[src/rtl/fetch_ctrl_pkg.sv]
// Shared types and constants for the instruction-fetch sequencer.
package fetch_ctrl_pkg;

  localparam int XLEN    = 64;
  localparam int INSTR_W = 32;

  // Fetch sequencing phases: issuing a request, awaiting its response,
  // holding a buffered word for the cpu.
  typedef enum logic [1:0] {
    S_REQ,
    S_WAIT,
    S_HOLD
  } fetch_state_t;

  // Sequencer control word: current phase plus the squash flag for an
  // in-flight response that a redirect has made stale.
  typedef struct packed {
    fetch_state_t state;
    logic         drop;
  } control_t;

endpackage

[src/rtl/fetch_ctrl_if.sv]
// Bundle of the instruction-memory request/response and cpu-side signals.
// master = fetch sequencer side, slave = memory/cpu side.
interface fetch_ctrl_if
  import fetch_ctrl_pkg::*;
#(
  parameter int XLEN = fetch_ctrl_pkg::XLEN
) ();

  logic               mem_req_valid;
  logic               mem_req_ready;
  logic [XLEN-1:0]    mem_req_addr;
  logic               mem_rsp_valid;
  logic [INSTR_W-1:0] mem_rsp_data;
  logic               instr_valid;
  logic [INSTR_W-1:0] instr;
  logic [XLEN-1:0]    instr_pc;
  logic               instr_ready;
  logic               redirect;
  logic [XLEN-1:0]    redirect_pc;

  modport master (
    output mem_req_valid, mem_req_addr, instr_valid, instr, instr_pc,
    input  mem_req_ready, mem_rsp_valid, mem_rsp_data, instr_ready,
           redirect, redirect_pc
  );

  modport slave (
    input  mem_req_valid, mem_req_addr, instr_valid, instr, instr_pc,
    output mem_req_ready, mem_rsp_valid, mem_rsp_data, instr_ready,
           redirect, redirect_pc
  );

endinterface

[src/rtl/fetch_ctrl.sv]
// Instruction-fetch sequencer: owns the fetch PC, keeps at most one memory
// request outstanding, buffers the returned word for the cpu and squashes
// in-flight or buffered fetches when the cpu redirects.
module fetch_ctrl
  import fetch_ctrl_pkg::*;
#(
  parameter int              XLEN     = fetch_ctrl_pkg::XLEN,
  parameter logic [XLEN-1:0] RESET_PC = '0
) (
  input  logic         clk,
  input  logic         rst,
  fetch_ctrl_if.master bus
);

  control_t           ctrl, ctrl_next;
  logic [XLEN-1:0]    fetch_pc, fetch_pc_next;
  logic [XLEN-1:0]    req_pc, req_pc_next;
  logic [INSTR_W-1:0] instr_word, instr_word_next;
  logic [XLEN-1:0]    instr_addr, instr_addr_next;
  logic               req_valid;
  logic               accept;

  // State register; reset takes effect immediately, not at the next edge.
  always_ff @(posedge clk or posedge rst) begin
    if (rst) begin
      ctrl.state <= S_REQ;
      ctrl.drop  <= 1'b0;
      fetch_pc   <= RESET_PC;
      req_pc     <= '0;
      instr_word <= '0;
      instr_addr <= '0;
    end else begin
      ctrl       <= ctrl_next;
      fetch_pc   <= fetch_pc_next;
      req_pc     <= req_pc_next;
      instr_word <= instr_word_next;
      instr_addr <= instr_addr_next;
    end
  end

  // Outputs and next-state decode; a redirect overrides every other event.
  always_comb begin
    ctrl_next       = ctrl;
    fetch_pc_next   = fetch_pc;
    req_pc_next     = req_pc;
    instr_word_next = instr_word;
    instr_addr_next = instr_addr;

    // The request is masked during reset so nothing escapes before release.
    req_valid = (ctrl.state == S_REQ) && !rst;
    accept    = req_valid && bus.mem_req_ready;

    bus.mem_req_valid = req_valid;
    bus.mem_req_addr  = fetch_pc;
    bus.instr_valid   = (ctrl.state == S_HOLD);
    bus.instr         = instr_word;
    bus.instr_pc      = instr_addr;

    case (ctrl.state)
      S_REQ: begin
        if (accept) begin
          req_pc_next     = fetch_pc;
          ctrl_next.state = S_WAIT;
          // Accepted in the same cycle as a redirect: already stale.
          ctrl_next.drop  = bus.redirect;
        end
      end
      S_WAIT: begin
        if (bus.mem_rsp_valid) begin
          ctrl_next.state = S_REQ;
          ctrl_next.drop  = 1'b0;
          if (!ctrl.drop && !bus.redirect) begin
            instr_word_next = bus.mem_rsp_data;
            instr_addr_next = req_pc;
            fetch_pc_next   = req_pc + XLEN'(4);
            ctrl_next.state = S_HOLD;
          end
        end else if (bus.redirect) begin
          ctrl_next.drop = 1'b1;
        end
      end
      S_HOLD: begin
        // A redirect squashes the word even if the cpu takes it this cycle.
        if (bus.redirect || bus.instr_ready) begin
          ctrl_next.state = S_REQ;
        end
      end
      default: begin
        ctrl_next.state = S_REQ;
        ctrl_next.drop  = 1'b0;
      end
    endcase

    if (bus.redirect) begin
      fetch_pc_next = {bus.redirect_pc[XLEN-1:2], 2'b00};
    end
  end

endmodule

[src/flat_wrapper.sv]
// flat-port wrapper written by rule: the top's interface ports become plain ports
module fetch_ctrl_flat import fetch_ctrl_pkg::*;
#(
  parameter int              XLEN     = fetch_ctrl_pkg::XLEN,
  parameter logic [XLEN-1:0] RESET_PC = '0
)
  (clk, rst, bus_mem_req_valid, bus_mem_req_addr, bus_instr_valid, bus_instr, bus_instr_pc, bus_mem_req_ready, bus_mem_rsp_valid, bus_mem_rsp_data, bus_instr_ready, bus_redirect, bus_redirect_pc);
  fetch_ctrl_if #(.XLEN(XLEN)) bus_i ();
  input  logic clk;
  input  logic rst;
  output wire logic [$bits(bus_i.mem_req_valid)-1:0] bus_mem_req_valid;
  output wire logic [$bits(bus_i.mem_req_addr)-1:0] bus_mem_req_addr;
  output wire logic [$bits(bus_i.instr_valid)-1:0] bus_instr_valid;
  output wire logic [$bits(bus_i.instr)-1:0] bus_instr;
  output wire logic [$bits(bus_i.instr_pc)-1:0] bus_instr_pc;
  input wire logic [$bits(bus_i.mem_req_ready)-1:0] bus_mem_req_ready;
  input wire logic [$bits(bus_i.mem_rsp_valid)-1:0] bus_mem_rsp_valid;
  input wire logic [$bits(bus_i.mem_rsp_data)-1:0] bus_mem_rsp_data;
  input wire logic [$bits(bus_i.instr_ready)-1:0] bus_instr_ready;
  input wire logic [$bits(bus_i.redirect)-1:0] bus_redirect;
  input wire logic [$bits(bus_i.redirect_pc)-1:0] bus_redirect_pc;
  assign bus_mem_req_valid = bus_i.mem_req_valid;
  assign bus_mem_req_addr = bus_i.mem_req_addr;
  assign bus_instr_valid = bus_i.instr_valid;
  assign bus_instr = bus_i.instr;
  assign bus_instr_pc = bus_i.instr_pc;
  assign bus_i.mem_req_ready = bus_mem_req_ready;
  assign bus_i.mem_rsp_valid = bus_mem_rsp_valid;
  assign bus_i.mem_rsp_data = bus_mem_rsp_data;
  assign bus_i.instr_ready = bus_instr_ready;
  assign bus_i.redirect = bus_redirect;
  assign bus_i.redirect_pc = bus_redirect_pc;
  fetch_ctrl #(.XLEN(XLEN), .RESET_PC(RESET_PC)) u_core (.clk(clk), .rst(rst), .bus(bus_i));
endmodule
[config.mk]
export PLATFORM = sky130hd
export DESIGN_NAME = fetch_ctrl_flat
export DESIGN_NICKNAME = d
export VERILOG_FILES = /design/src/rtl/fetch_ctrl_pkg.sv /design/src/rtl/fetch_ctrl_if.sv /design/src/rtl/fetch_ctrl.sv /design/src/flat_wrapper.sv
export SDC_FILE = /design/constraint.sdc
export NUM_CORES = 1
export LEC_CHECK = 0
export CORE_MARGIN = 4
export CORE_UTILIZATION = 28
export CTS_BUF_LIST = sky130_fd_sc_hd__clkbuf_8
export CTS_CLUSTER_SIZE = 28
export DETAILED_ROUTE_END_ITERATION = 7
export GPL_ROUTABILITY_DRIVEN = 0
export SLEW_MARGIN = 30
export SYNTH_ARGS = -nofsm -noshare
export SYNTH_HDL_FRONTEND = slang
export SYNTH_SLANG_ARGS = --single-unit
export TNS_END_PERCENT = 1
[constraint.sdc]
create_clock -name clk -period 8.35 [get_ports clk]
set_input_delay 1.67 -clock clk [delete_from_list [all_inputs] [get_ports clk]]
set_output_delay 1.67 -clock clk [all_outputs]
set_load 0.1 [all_outputs]
==> qor.csv <==
metric,value,unit
r2r startpoint,u_core.ctrl[2],
Worst-Margin Slew,1.03,ns
number of synthesized register bits,227,
TNS Setup,0,ns
CTS tree,done,
Synth cell types,43,
P_int,2790,µW
max incr delay on CP,1.26,ns
CP arrival,3.99,ns
post-detailed-route wirelength per cell,17.5,µm
synthesized area per cell,9.64,µm²
final period utilization,67.8,%
Clock Latency Late Sink,0.55,ns
Clock power frac,18.4,%
post_cts resized,0,
max_slew headroom,31.0,%
Tot Pwr,5960,µW
initial antenna violation count,1,
number of synthesized flops with an enable pin,0,
Layout Utilization,39.4,%
first-pass GRT wire length,49500,µm
"Seq/Total Area, Yosys",56.0,%
Hold EP,u_core.bus.instr[30],
core area,35700,µm²
I/O Pins,264,
cts hold-fix bufs,0,
skew final,0.0152,ns
largest net degree at the start of global routing,101,
max cap viols,0,
buffer count from post-CTS setup fixing,0,
final count of hold timing violations,0,
gr ovfl total,0,
die width,198,µm
detailed placement HPWL,20600,µm
clock period minus worst slack,5.66,ns
cell count of the worst reg-to-reg path,5,
Pre-Repair DR Iteration Count,5,
Flop pwr share,29.8,%
PwrDens,424,nW/µm²
CP Class,in2out,
status,"finished, final reports clean",
Sink Count,227,
H-tree Lvls,2,
DIE AREA,39400,µm²
setup violators final,0,
Vias,8554,
Achievable Freq,177,MHz
Synth Cell Area,10100,µm²
Worst Hold Depth,2,
Worst setup EP type,primary output,
chip height,198,µm
Syn Nets,1156,
Core Rows,69,
LEAKAGE,0.00631,µW
Nets,1409,
port bufs,261,
fin area,14100,µm²
Slew Limit Fails,0,
Total Routing Usage GR,15.7,%
Routed Antenna Nets,0,
"CTS clk-pin slew, worst paths",0.05,ns
"Slowest-stage cell, CP",clkdlybuf4s50_1,
worst-path fanout max,2,
Num CTS Buffers,43,
Post-Synthesis Cells,1053,
switching power,3170,µW
Critical Path RT,6.68,ns
Ys Warns,0,
capturing point of the worst reg2reg path,u_core.bus.mem_req_addr[50],
vias in the first global route,8671,
1st-iter DRT viols,385,
P&R area growth vs syn,38.4,%
final wirelength,31500,µm
RSZ-0062 raised after global routing,no,
cell repeated most along the worst path,clkdlybuf4s50_1,
Peak VDD IR,0.000313,V
Sw Ratio,53.2,%
HP Start,u_core.bus.instr[30],
Main synth FF type,dfrtp_1,
post-placement cell area,13200,µm²
DR vias/cell,4.76,
CP cell instances,"clkdlybuf4s50_1, nor3_1, clkdlybuf4s50_1",
Hold WS,0.468,ns
layout cells sized above 1,11.8,%
DRC viols,0,
reg2reg setup slack,5.04,ns
Initial Util,28.5,%
hold crit path type,reg2reg,
Critical Path Start Type,input port,
Root Buffer,clkbuf_8,
post-synthesis async set-or-reset flop share,100,%
power share of the combinational group,51.7,%
CTS Buffer Depth,3,
synthesized netlist by cell type (all sizes together), types with 3 or more instances:
cell type,n,area (µm²)
mux2i,8,80.1
nor4,4,55.1
or3,4,25.0
o21ai,29,145
clkbuf,55,206
o211ai,3,22.5
nor2,31,116
and3,14,87.6
xnor2,17,149
nand2b,3,18.8
and4,5,43.8
o221ai,34,298
mux2,62,698
buf,8,38.8
a21oi,22,110
nand2,406,1520
nand3,35,185
nor3,7,35.0
inv,6,22.5
xor2,34,298
nand4,17,119
dfrtp,227,5680
o31ai,5,37.5
area by class of cell:
cell class                      count  area, µm²
Tap cell                          461        577
Antenna cell                        1       2.50
Inverter                            6       30.0
Sequential cell                   227       5680
Clock buffer                       55        757
Clock inverter                     18        109
Fill cell                        3574      21600
Multi-Input combinational cell    757       4220
Timing Repair Buffer              271       2680
through the flow:
step / cells / worst slack [ns]
floorplan: 1053 / 0.460
global placement: 1720 / 2.62
detailed placement: 1722 / 2.60
CTS: 1795 / 2.60
global route: 1796 / 2.56
finish: 1796 / 2.69
registers in the layout, indices dropped and copies added, names as in the netlist:
register                 count
u_core.ctrl                  3
u_core.req_pc               64
u_core.bus.instr_pc         64
u_core.bus.instr            32
u_core.bus.mem_req_addr     64
cells by family after synthesis:
family,after synthesis,share of synthesized area (%)
simple gates,538,22.9
flops,227,56.0
compound gates,97,6.35
mux,70,7.67
buf+inv,69,2.64
xor+xnor,51,4.40
fa+ha+maj,1,0.123
routing by layer:
| layer | part of all wire (%) | GRT usage, % |
|---|---|---|
| met1 | 43 | 20.3 |
| met2 | 47 | 25.2 |
| met3 | 7.6 | 4.93 |
| met4 | 2.7 | 5.28 |
| met5 | 0 | 0 |
worst max path at each step:
stage,startpoint,end,slack (ns)
floorplan,rst,u_core.bus.instr[0],0.46
global placement,rst,bus_mem_req_valid,2.62
detailed placement,rst,bus_mem_req_valid,2.60
CTS,rst,bus_mem_req_valid,2.60
global route,rst,bus_mem_req_valid,2.56
finish,rst,bus_mem_req_valid,2.69
worst max-delay path: cells and delay by family:
family | cells | cell delay, ns
AND/OR/NAND/NOR | 1 | 0.55
buffers and inverters | 2 | 1.77
power groups by stage:
stage / Sequential (µW) / Combinational [µW] / Clock (µW)
floorplan: 3610 / 492 / 0
global placement: 1780 / 3100 / 0
detailed placement: 1790 / 3100 / 0
CTS: 1780 / 3110 / 1140
global route: 1840 / 3210 / 1190
finish: 1780 / 3080 / 1100
cell usage in the layout (no fill, tap or decap), types with 7 or more instances in the layout:
cell type,Yosys,final
nand2_1,406,406
a21oi_1,22,22
buf_4,1,8
mux2_2,62,62
dfrtp_1,227,227
xor2_1,34,34
nor2_1,31,30
clkbuf_8,0,55
o21ai_0,29,29
nand4_1,15,15
and3_1,14,14
o221ai_1,34,34
clkdlybuf4s50_1,0,251
buf_2,4,8
mux2i_1,8,8
nand3_1,33,33
xnor2_1,17,17
inv_1,6,16
nor3_1,7,7
Power figures use the tool's default switching activity.
